## config.mk

```make
export PLATFORM = sky130hd
export DESIGN_NAME = rec_order_ctrl_flat
export DESIGN_NICKNAME = d
export VERILOG_FILES = /design/src/rtl/rec_order_ctrl_if.sv /design/src/rtl/rec_order_ctrl.sv /design/src/flat_wrapper.sv
export SDC_FILE = /design/constraint.sdc
export NUM_CORES = 1
export LEC_CHECK = 0
export CAP_MARGIN = 5
export CELL_PAD_IN_SITES_DETAIL_PLACEMENT = 1
export CELL_PAD_IN_SITES_GLOBAL_PLACEMENT = 2
export CORE_MARGIN = 2
export CORE_UTILIZATION = 25
export CTS_CLUSTER_DIAMETER = 80
export CTS_CLUSTER_SIZE = 8
export DETAILED_ROUTE_END_ITERATION = 7
export GPL_TIMING_DRIVEN = 0
export PLACE_DENSITY = 0.92
export SLEW_MARGIN = 30
export SYNTH_ARGS = -nofsm -noshare
export SYNTH_HDL_FRONTEND = slang
export SYNTH_SLANG_ARGS = --single-unit
```

## constraint.sdc

```tcl
create_clock -name clk -period 5.3 [get_ports clk]
set_input_delay 1.06 -clock clk [delete_from_list [all_inputs] [get_ports clk]]
set_output_delay 1.06 -clock clk [all_outputs]
set_load 0.01 [all_outputs]
```

## src/rtl/rec_order_ctrl_if.sv

```systemverilog
// -----------------------------------------------------------------------------
// rec_order_ctrl_if
// Groups the buffer-side and PS-side streaming signals of rec_order_ctrl.
//
// Signals
//   valid      buffer -> ctrl   buf_in holds a valid sample
//   buf_in     buffer -> ctrl   sample from the processing buffer
//   send_en    ctrl -> buffer   buffer send enable
//   axi_data   ctrl -> PS       registered sample
//   axi_valid  ctrl -> PS       axi_data valid
//   axi_last   ctrl -> PS       final sample of the current order
//   axi_ready  PS -> ctrl       PS sink ready
//   ram_addr   ctrl -> RAM      write address of the captured sample
//   ram_we     ctrl -> RAM      write strobe, one per captured sample
//
// Modports
//   master : the controller side
//   slave  : the environment side (buffer, PS sink, RAM)
// -----------------------------------------------------------------------------
interface rec_order_ctrl_if #(
    parameter int DATA_W = 25,
    parameter int ADDR_W = 7
);
    logic              valid;
    logic [DATA_W-1:0] buf_in;
    logic              send_en;
    logic [DATA_W-1:0] axi_data;
    logic              axi_valid;
    logic              axi_last;
    logic              axi_ready;
    logic [ADDR_W-1:0] ram_addr;
    logic              ram_we;

    modport master (
        input  valid, buf_in, axi_ready,
        output send_en, axi_data, axi_valid, axi_last, ram_addr, ram_we
    );

    modport slave (
        output valid, buf_in, axi_ready,
        input  send_en, axi_data, axi_valid, axi_last, ram_addr, ram_we
    );
endinterface

```

## src/rtl/rec_order_ctrl.sv

```systemverilog
// -----------------------------------------------------------------------------
// rec_order_ctrl
// Queues user send orders and streams exactly ORDER_SAMPLES samples per order
// from the processing buffer to the PS-side AXI-stream output with ready/valid
// backpressure. Every captured sample is also given a RAM write address that
// wraps at RAM_DEPTH and is only cleared by reset.
//
// Ports
//   clk            system clock, rising edge
//   rst_n          synchronous active-low reset
//   rec_en_i       decoder enable
//   on_i / off_i   system on / off (off dominates)
//   order_come_i   one-cycle order request
//   bus            rec_order_ctrl_if.master (buffer, AXI-stream and RAM signals)
//   order_full_o   order_count == MAX_ORDERS
//   no_order_o     order_count == 0
//   sending_o      transfer in progress (XFER or DONE)
//   order_done_o   one-cycle pulse when an order completes
//   order_rej_o    one-cycle pulse when a request is dropped while full
//   order_count_o  queued orders including the active one
//   rej_cnt_o      rejected-order count
//
// Build option
//   REC_REJ_CNT_EN  when defined, rej_cnt_o counts rejections (saturating at
//                   255, cleared only by reset); otherwise it is tied to 0.
// -----------------------------------------------------------------------------
module rec_order_ctrl #(
    parameter int DATA_W        = 25,
    parameter int ORDER_SAMPLES = 50,
    parameter int MAX_ORDERS    = 5,
    parameter int RAM_DEPTH     = 100,
    parameter int ADDR_W        = 7
) (
    input  logic                                clk,
    input  logic                                rst_n,
    input  logic                                rec_en_i,
    input  logic                                on_i,
    input  logic                                off_i,
    input  logic                                order_come_i,
    rec_order_ctrl_if.master                    bus,
    output logic                                order_full_o,
    output logic                                no_order_o,
    output logic                                sending_o,
    output logic                                order_done_o,
    output logic                                order_rej_o,
    output logic [$clog2(MAX_ORDERS+1)-1:0]     order_count_o,
    output logic [7:0]                          rej_cnt_o
);

    localparam int CNT_W  = $clog2(MAX_ORDERS + 1);
    localparam int SCNT_W = $clog2(ORDER_SAMPLES + 1);

    localparam logic [1:0] ST_IDLE = 2'd0;
    localparam logic [1:0] ST_XFER = 2'd1;
    localparam logic [1:0] ST_DONE = 2'd2;

    logic [1:0]        state_q,      state_d;
    logic [CNT_W-1:0]  count_q,      count_d;
    logic [SCNT_W-1:0] sample_cnt_q, sample_cnt_d;
    logic [ADDR_W-1:0] addr_q,       addr_d;
    logic [DATA_W-1:0] axi_data_q,   axi_data_d;
    logic              axi_valid_q,  axi_valid_d;
    logic              axi_last_q,   axi_last_d;

    logic gate_s;
    logic capture_s;
    logic last_sample_s;
    logic order_done_s;
    logic full_s;
    logic accept_s;
    logic rej_s;

    assign gate_s        = rec_en_i & on_i & ~off_i;
    // A new sample may only be taken when the output register is free or is
    // being emptied by the sink in this same cycle.
    assign capture_s     = (state_q == ST_XFER) & bus.valid & gate_s
                         & (~axi_valid_q | bus.axi_ready);
    assign last_sample_s = (sample_cnt_q == SCNT_W'(ORDER_SAMPLES - 1));
    // Completion waits until the final beat has left (or is leaving) the port.
    assign order_done_s  = (state_q == ST_DONE) & (~axi_valid_q | bus.axi_ready);
    assign full_s        = (count_q == CNT_W'(MAX_ORDERS));
    // A completing order frees a slot in the same cycle, so a full queue can
    // still take a request that coincides with order_done.
    assign accept_s      = order_come_i & (~full_s | order_done_s);
    assign rej_s         = order_come_i & ~accept_s;

    // Next-state logic for the order queue, FSM, sample counter, address and output beat.
    always_comb begin
        state_d      = state_q;
        count_d      = count_q;
        sample_cnt_d = sample_cnt_q;
        addr_d       = addr_q;
        axi_data_d   = axi_data_q;
        axi_valid_d  = axi_valid_q;
        axi_last_d   = axi_last_q;

        if (accept_s && !order_done_s) begin
            count_d = count_q + CNT_W'(1);
        end else if (order_done_s && !accept_s) begin
            count_d = count_q - CNT_W'(1);
        end else begin
            count_d = count_q;
        end

        case (state_q)
            ST_IDLE: begin
                if ((count_q != CNT_W'(0)) && gate_s) begin
                    state_d = ST_XFER;
                end else begin
                    state_d = ST_IDLE;
                end
            end
            ST_XFER: begin
                if (capture_s) begin
                    if (last_sample_s) begin
                        sample_cnt_d = SCNT_W'(0);
                        state_d      = ST_DONE;
                    end else begin
                        sample_cnt_d = sample_cnt_q + SCNT_W'(1);
                    end
                end else begin
                    sample_cnt_d = sample_cnt_q;
                end
            end
            ST_DONE: begin
                if (order_done_s) begin
                    state_d = ST_IDLE;
                end else begin
                    state_d = ST_DONE;
                end
            end
            default: begin
                state_d = ST_IDLE;
            end
        endcase

        if (capture_s) begin
            axi_data_d  = bus.buf_in;
            axi_valid_d = 1'b1;
            axi_last_d  = last_sample_s;
            if (addr_q == ADDR_W'(RAM_DEPTH - 1)) begin
                addr_d = ADDR_W'(0);
            end else begin
                addr_d = addr_q + ADDR_W'(1);
            end
        end else if (bus.axi_ready) begin
            axi_valid_d = 1'b0;
            axi_last_d  = 1'b0;
        end else begin
            axi_valid_d = axi_valid_q;
            axi_last_d  = axi_last_q;
        end
    end

    // State registers with synchronous active-low reset.
    always_ff @(posedge clk) begin
        if (!rst_n) begin
            state_q      <= ST_IDLE;
            count_q      <= '0;
            sample_cnt_q <= '0;
            addr_q       <= '0;
            axi_data_q   <= '0;
            axi_valid_q  <= 1'b0;
            axi_last_q   <= 1'b0;
        end else begin
            state_q      <= state_d;
            count_q      <= count_d;
            sample_cnt_q <= sample_cnt_d;
            addr_q       <= addr_d;
            axi_data_q   <= axi_data_d;
            axi_valid_q  <= axi_valid_d;
            axi_last_q   <= axi_last_d;
        end
    end

`ifdef REC_REJ_CNT_EN
    logic [7:0] rej_cnt_q;

    // Saturating count of dropped order requests.
    always_ff @(posedge clk) begin
        if (!rst_n) begin
            rej_cnt_q <= 8'd0;
        end else if (rej_s && (rej_cnt_q != 8'hFF)) begin
            rej_cnt_q <= rej_cnt_q + 8'd1;
        end else begin
            rej_cnt_q <= rej_cnt_q;
        end
    end

    assign rej_cnt_o = rej_cnt_q;
`else
    assign rej_cnt_o = 8'd0;
`endif

    assign bus.send_en   = (state_q == ST_XFER) & gate_s;
    assign bus.axi_data  = axi_data_q;
    assign bus.axi_valid = axi_valid_q;
    assign bus.axi_last  = axi_last_q;
    assign bus.ram_addr  = addr_q;
    assign bus.ram_we    = capture_s;

    assign order_full_o  = full_s;
    assign no_order_o    = (count_q == CNT_W'(0));
    assign sending_o     = (state_q == ST_XFER) | (state_q == ST_DONE);
    assign order_done_o  = order_done_s;
    assign order_rej_o   = rej_s;
    assign order_count_o = count_q;

endmodule

```

## src/flat_wrapper.sv

```systemverilog
// flat-port wrapper written by rule: the top's interface ports become plain ports
module rec_order_ctrl_flat 
#(
    parameter int DATA_W        = 25,
    parameter int ORDER_SAMPLES = 50,
    parameter int MAX_ORDERS    = 5,
    parameter int RAM_DEPTH     = 100,
    parameter int ADDR_W        = 7
)
  (clk, rst_n, rec_en_i, on_i, off_i, order_come_i, order_full_o, no_order_o, sending_o, order_done_o, order_rej_o, order_count_o, rej_cnt_o, bus_valid, bus_buf_in, bus_axi_ready, bus_send_en, bus_axi_data, bus_axi_valid, bus_axi_last, bus_ram_addr, bus_ram_we);
  rec_order_ctrl_if #(.DATA_W(DATA_W), .ADDR_W(ADDR_W)) bus_i ();
  input  logic clk;
  input  logic rst_n;
  input  logic rec_en_i;
  input  logic on_i;
  input  logic off_i;
  input  logic order_come_i;
  output logic order_full_o;
  output logic no_order_o;
  output logic sending_o;
  output logic order_done_o;
  output logic order_rej_o;
  output logic [$clog2(MAX_ORDERS+1)-1:0] order_count_o;
  output logic [7:0] rej_cnt_o;
  input wire logic [$bits(bus_i.valid)-1:0] bus_valid;
  input wire logic [$bits(bus_i.buf_in)-1:0] bus_buf_in;
  input wire logic [$bits(bus_i.axi_ready)-1:0] bus_axi_ready;
  output wire logic [$bits(bus_i.send_en)-1:0] bus_send_en;
  output wire logic [$bits(bus_i.axi_data)-1:0] bus_axi_data;
  output wire logic [$bits(bus_i.axi_valid)-1:0] bus_axi_valid;
  output wire logic [$bits(bus_i.axi_last)-1:0] bus_axi_last;
  output wire logic [$bits(bus_i.ram_addr)-1:0] bus_ram_addr;
  output wire logic [$bits(bus_i.ram_we)-1:0] bus_ram_we;
  assign bus_i.valid = bus_valid;
  assign bus_i.buf_in = bus_buf_in;
  assign bus_i.axi_ready = bus_axi_ready;
  assign bus_send_en = bus_i.send_en;
  assign bus_axi_data = bus_i.axi_data;
  assign bus_axi_valid = bus_i.axi_valid;
  assign bus_axi_last = bus_i.axi_last;
  assign bus_ram_addr = bus_i.ram_addr;
  assign bus_ram_we = bus_i.ram_we;
  rec_order_ctrl #(.DATA_W(DATA_W), .ORDER_SAMPLES(ORDER_SAMPLES), .MAX_ORDERS(MAX_ORDERS), .RAM_DEPTH(RAM_DEPTH), .ADDR_W(ADDR_W)) u_core (.clk(clk), .rst_n(rst_n), .rec_en_i(rec_en_i), .on_i(on_i), .off_i(off_i), .order_come_i(order_come_i), .bus(bus_i), .order_full_o(order_full_o), .no_order_o(no_order_o), .sending_o(sending_o), .order_done_o(order_done_o), .order_rej_o(order_rej_o), .order_count_o(order_count_o), .rej_cnt_o(rej_cnt_o));
endmodule
```

Word-level counts from Yosys, hierarchy flattened
Cells that the tools add are included.
Storage, ports and cells
  flip-flop bits (word level): 45
  latch bits: 0
  memory bits (writable): 0
  memory bits (read-only): 0
  input bits: 33
  output and inout bits: 52
  word-level logic and storage cells: 58
  memories kept: 0
Cells by class
  add/subtract/negate cells: 4
  $mul: 0
  div/mod/pow operators: 0
  order comparisons: 0
  equality and inequality tests: 7
  shift-type cells: 0
  muxes and demuxes: 12
  bitwise operators: 16
  reduce and logical (&&, ||, !) cells: 12
Operators with widths (count)
  $and A1 B1 Y1: 9
  $add A7 B1 Y7 const B: 1
  $eq A7 B7 Y1 const B: 1
  $mux W7: 1
  $add A6 B1 Y6 const B: 1
  $eq A6 B6 Y1 const B: 1
  $mux W2: 3
  $mux W3: 2
  $mux W6: 1
  $pmux W2 S3: 1
  $mux W1: 4
  $not A1 Y1: 4
  $reduce_and A2 Y1: 2
  $reduce_bool A2 Y1: 2
  $add A3 B1 Y3 const B: 1
  $eq A3 B3 Y1 const B: 1
  $logic_and A1 B1 Y1: 3
  $logic_not A3 Y1: 1
  $or A1 B1 Y1: 3
  $reduce_bool A3 Y1: 1
  $sub A3 B1 Y3 const B: 1
  $eq A2 B1 Y1 const B: 1
  $eq A2 B2 Y1 const B: 1
  $logic_not A1 Y1: 2
  other kinds (3): 3

Depth between registers and ports, before layout
  word-level depth: 9
  mapped depth: 10
  depth with buffers taken out: 10

Worst setup path before layout
No wires, ideal clock.
  path type: input port to output port
  start: input port off_i
  end: output port bus_ram_we
  arrival time: 1.875 ns
  slack: 2.365 ns
  stages: 5
  buffers on the path: 2
  path through: and4b_1 buf_4 nand3_4 inv_1 buf_2
On the way
  word-level cells in the longest chain between the ends: 4
RTL lines
  start: declaration: line flat_wrapper.sv:16  | input logic off_i;
  $not A1 Y1: line rec_order_ctrl.sv:73  | assign gate_s = rec_en_i & on_i & ~off_i;
  $and A1 B1 Y1: line rec_order_ctrl.sv:73
  $and A1 B1 Y1: line rec_order_ctrl.sv:76  | assign capture_s = (state_q == ST_XFER) & bus.valid & gate_s
  $and A1 B1 Y1: line rec_order_ctrl.sv:77  | & (~axi_valid_q | bus.axi_ready);
  end: declaration: line flat_wrapper.sv:33  | output wire logic [$bits(bus_i.ram_we)-1:0] bus_ram_we;
No other way between the ends.

Final worst setup path
  start: input port bus_axi_ready
  end: output port bus_ram_we
On the way
  word-level cells in the longest chain between the ends: 2
RTL lines
  start: declaration: line flat_wrapper.sv:27  | input wire logic [$bits(bus_i.axi_ready)-1:0] bus_axi_ready;
  $or A1 B1 Y1: line rec_order_ctrl.sv:77
  $and A1 B1 Y1: line rec_order_ctrl.sv:77
No other way between the ends.

==> reports/metrics.cfg <==
[route]
met1Wirelength_um=2425
routedWlPerCell_um=13.06
drc=0
firstDrtPassIters=4
vias_per_cell=4.484
dr.max_layer_used=met4
dr_wl_met2_um=2763
wirelength_um=5746
drtIter0Drc=76
dr_wl_met3_um=494
vias=1973
ant_nets=0

[finish]
drive_gt1_share_pct=6.567
seq_area_um2=900.9
fin_nets=376
fillCellCount=997
multi_input_area_mm2=0.001061
synthToLayoutAreaGrowth_pct=49.04
antenna_cells=0

[placed_design]
hpwl_um=4324
gp_routability_congestion=0.8054
port_buffers=76
dpl_worst_slack_ns=1.158

[cts]
ctsHtreeMaxLevel=2
cts_buffers=5
cts_max_path_buffers=2
post_cts_buffers=0
clock_sinks=45
cts_tree=yes
ctsHoldBuffers=0
cts_root_buf=clkbuf_8
cts.clk_slew.worst_paths_ns=0.09
clock_latency_ns=0.31
postCtsResizedCells=0

[setup_path]
cp_cell_sequence=clkdlybuf4s50_1 -> nand2b_1 -> buf_2 -> nand3_4 -> inv_1 -> buf_2 -> clkdlybuf4s50_1
criticalPathCategory=input pin to primary output
cp_max_fo=10
cpPeakStageDelay_ns=0.58
required_ns=4.24
r2r_slack_ns=2.98
arrival_ns=3.07
endpoint_kind=primary output
critPathTopFamily=buffers and inverters
start_kind=input pin
slowest_stage=clkdlybuf4s50_1
timing.critical_path.buf_inv=5

[power_and_ir_drop]
p_clk_share_pct=35.7
power.switching_mw=0.1611
combPwrFrac_pct=12.5
sw_frac_of_total_pct=23.88
cellPowerDensity_mw_per_mm2=217.6
power_leakage_nw=1.114
seqPwrFrac_pct=51.8
vdd_ir_drop_max_mv=0.1147
p_int_mw=0.5134

[synth]
yosysTopAreaCell=dfxtp_1
synthArstFlopShare_pct=0
yosysSeqAreaShare_pct=43.32
synth_commonest_cells=nand2_1, dfxtp_1, a21boi_0
synth_area_leaders=dfxtp_1, nand2_1, a21boi_0
yosys_warnings=0
yosys_register_bits=45
synth_most_common_cell=nand2_1
synth_cells=244
synth_top_area_share_pct=43.32
synthFlopType=dfxtp_1
ys_types=37
synth_edf_count=0
netlist_area_mm2=0.002079
postSynthAreaPerCell_um2=8.523

[timing]
fin_ws_ns=1.173
max-slew-margin-rel_pct=58.88
fin_skew_ns=0.006811
fin_crit_sh_pct=77.88
hold_viol_final=0
period_needed_ns=4.127
timing.setup.tns_ns=0
clock.fmax_ghz=0.2423
slew_violations=0
setup_viol=0
worst_pin_slew_ns=0.6103
rsz0062_at_grt=no

[grt]
antenna_found_initial=0
grt_pass1_wl_um=9625
track_usage_pct=13.62
grt_pass1_vias=2016
overflow=0
grt_max_degree=14

[worst_hold_path]
hold_path_class=flop to flop

[run_status]
status=finished clean

[die]
fp.dieH_um=95.20
core_area_mm2=0.008134
ios=85
start_util_pct=25.57
dieArea_mm2=0.009063
die_width_um=95.20
row_count=33

[job]
drv_cap=0

[path summary, 6_finish.rpt]
check,from,endpoint,cells after the start
setup / recovery,bus_axi_ready,bus_ram_we,7
hold / removal,u_core.bus.axi_data[16],u_core.bus.axi_data[16],2
setup reg to reg,u_core.bus.axi_valid,u_core.order_count_o[2],10
hold reg to reg,u_core.bus.axi_data[16],u_core.bus.axi_data[16],2
[registers in the layout, summed over array words and instances (netlist names)]
name / flops
u_core.order_count_o: 3
u_core.state_q: 2
u_core.bus.axi_last: 1
u_core.bus.axi_valid: 1
u_core.sample_cnt_q: 6
u_core.bus.ram_addr: 7
u_core.bus.axi_data: 25
[area by class of cell]
cell class / count / share of cell area (%)
timing repair buffer: 76 / 24.55
buffer: 20 / 3.674
inverter: 8 / 0.9689
clock inverter: 1 / 0.1615
tap: 105 / 4.239
multi-input combinational: 178 / 34.24
sequential: 45 / 29.07
clock buffer: 7 / 3.109
[worst register-to-register path: stages, from the launching register on]
cell and delay (ns):
dfxtp_1 0.32, nand2b_1 0.06, buf_2 0.24, nand2_1 0.15, a21boi_0 0.19, ha_1 0.21
inv_1 0.06, fa_1 0.37, xor2_1 0.18, or3_1 0.30, a21boi_0 0.16
[power groups by stage]
stage                     clock network (mW)  registers [mW]  logic [mW]
after floorplan                            0           0.358      0.0351
after global placement                     0           0.357      0.0837
after detailed placement                   0           0.357      0.0853
after CTS                              0.253           0.349      0.0857
after global routing                   0.265           0.351      0.0921
final                                  0.241           0.349      0.0846
[kinds of logic after synthesis]
family / synth area share, %
AND/OR/NAND/NOR: 23.65
AO/OA/AOI/OAI: 15.82
flip-flops: 43.32
buffers and inverters: 6.919
adder cells (fa/ha/maj): 5.776
XOR/XNOR: 3.370
multiplexers: 0.9627
other: 0.1803
[per-layer routing]
| metal | global-route usage [%] | vias up |
|---|---|---|
| met4 | 3.623 | 0 |
| met3 | 5.613 | 7 |
| met5 | 0 | - |
| li1 | - | 980 |
| met1 | 16.25 | 930 |
| met2 | 22.59 | 56 |
[metrics by stage]
stage	instance area (um^2)	cells	total power, mW	utilization, %	hold WS (ns)
after detailed placement	2998	432	0.4427	36.86	0.4596
after floorplan	2106	251	0.3932	-	0.4585
after global placement	2998	432	0.4408	36.86	0.4493
final	3099	440	0.6744	38.10	0.4675
after global routing	3099	440	0.7075	38.10	0.4894
after CTS	3099	440	0.6880	38.10	0.4727
[cells in the final DEF, fill, tap and decap left out, drive strengths merged, types with 2 or more instances in the layout]
cell and instances:
a211oi 2, a21boi 29, a21oi 5, and3 3, buf 13, clkbuf 14, clkdlybuf4s50 76, conb 8
dfxtp 45, ha 8, inv 8, mux2i 2, nand2 65, nand3 2, nand4 6, nor2 10
nor4 2, nor4b 2, o21a 2, o21ai 6, o31ai 2, or3 3, or4 3, xnor2 3
xor2 5
(Power assumes the default switching activity.)
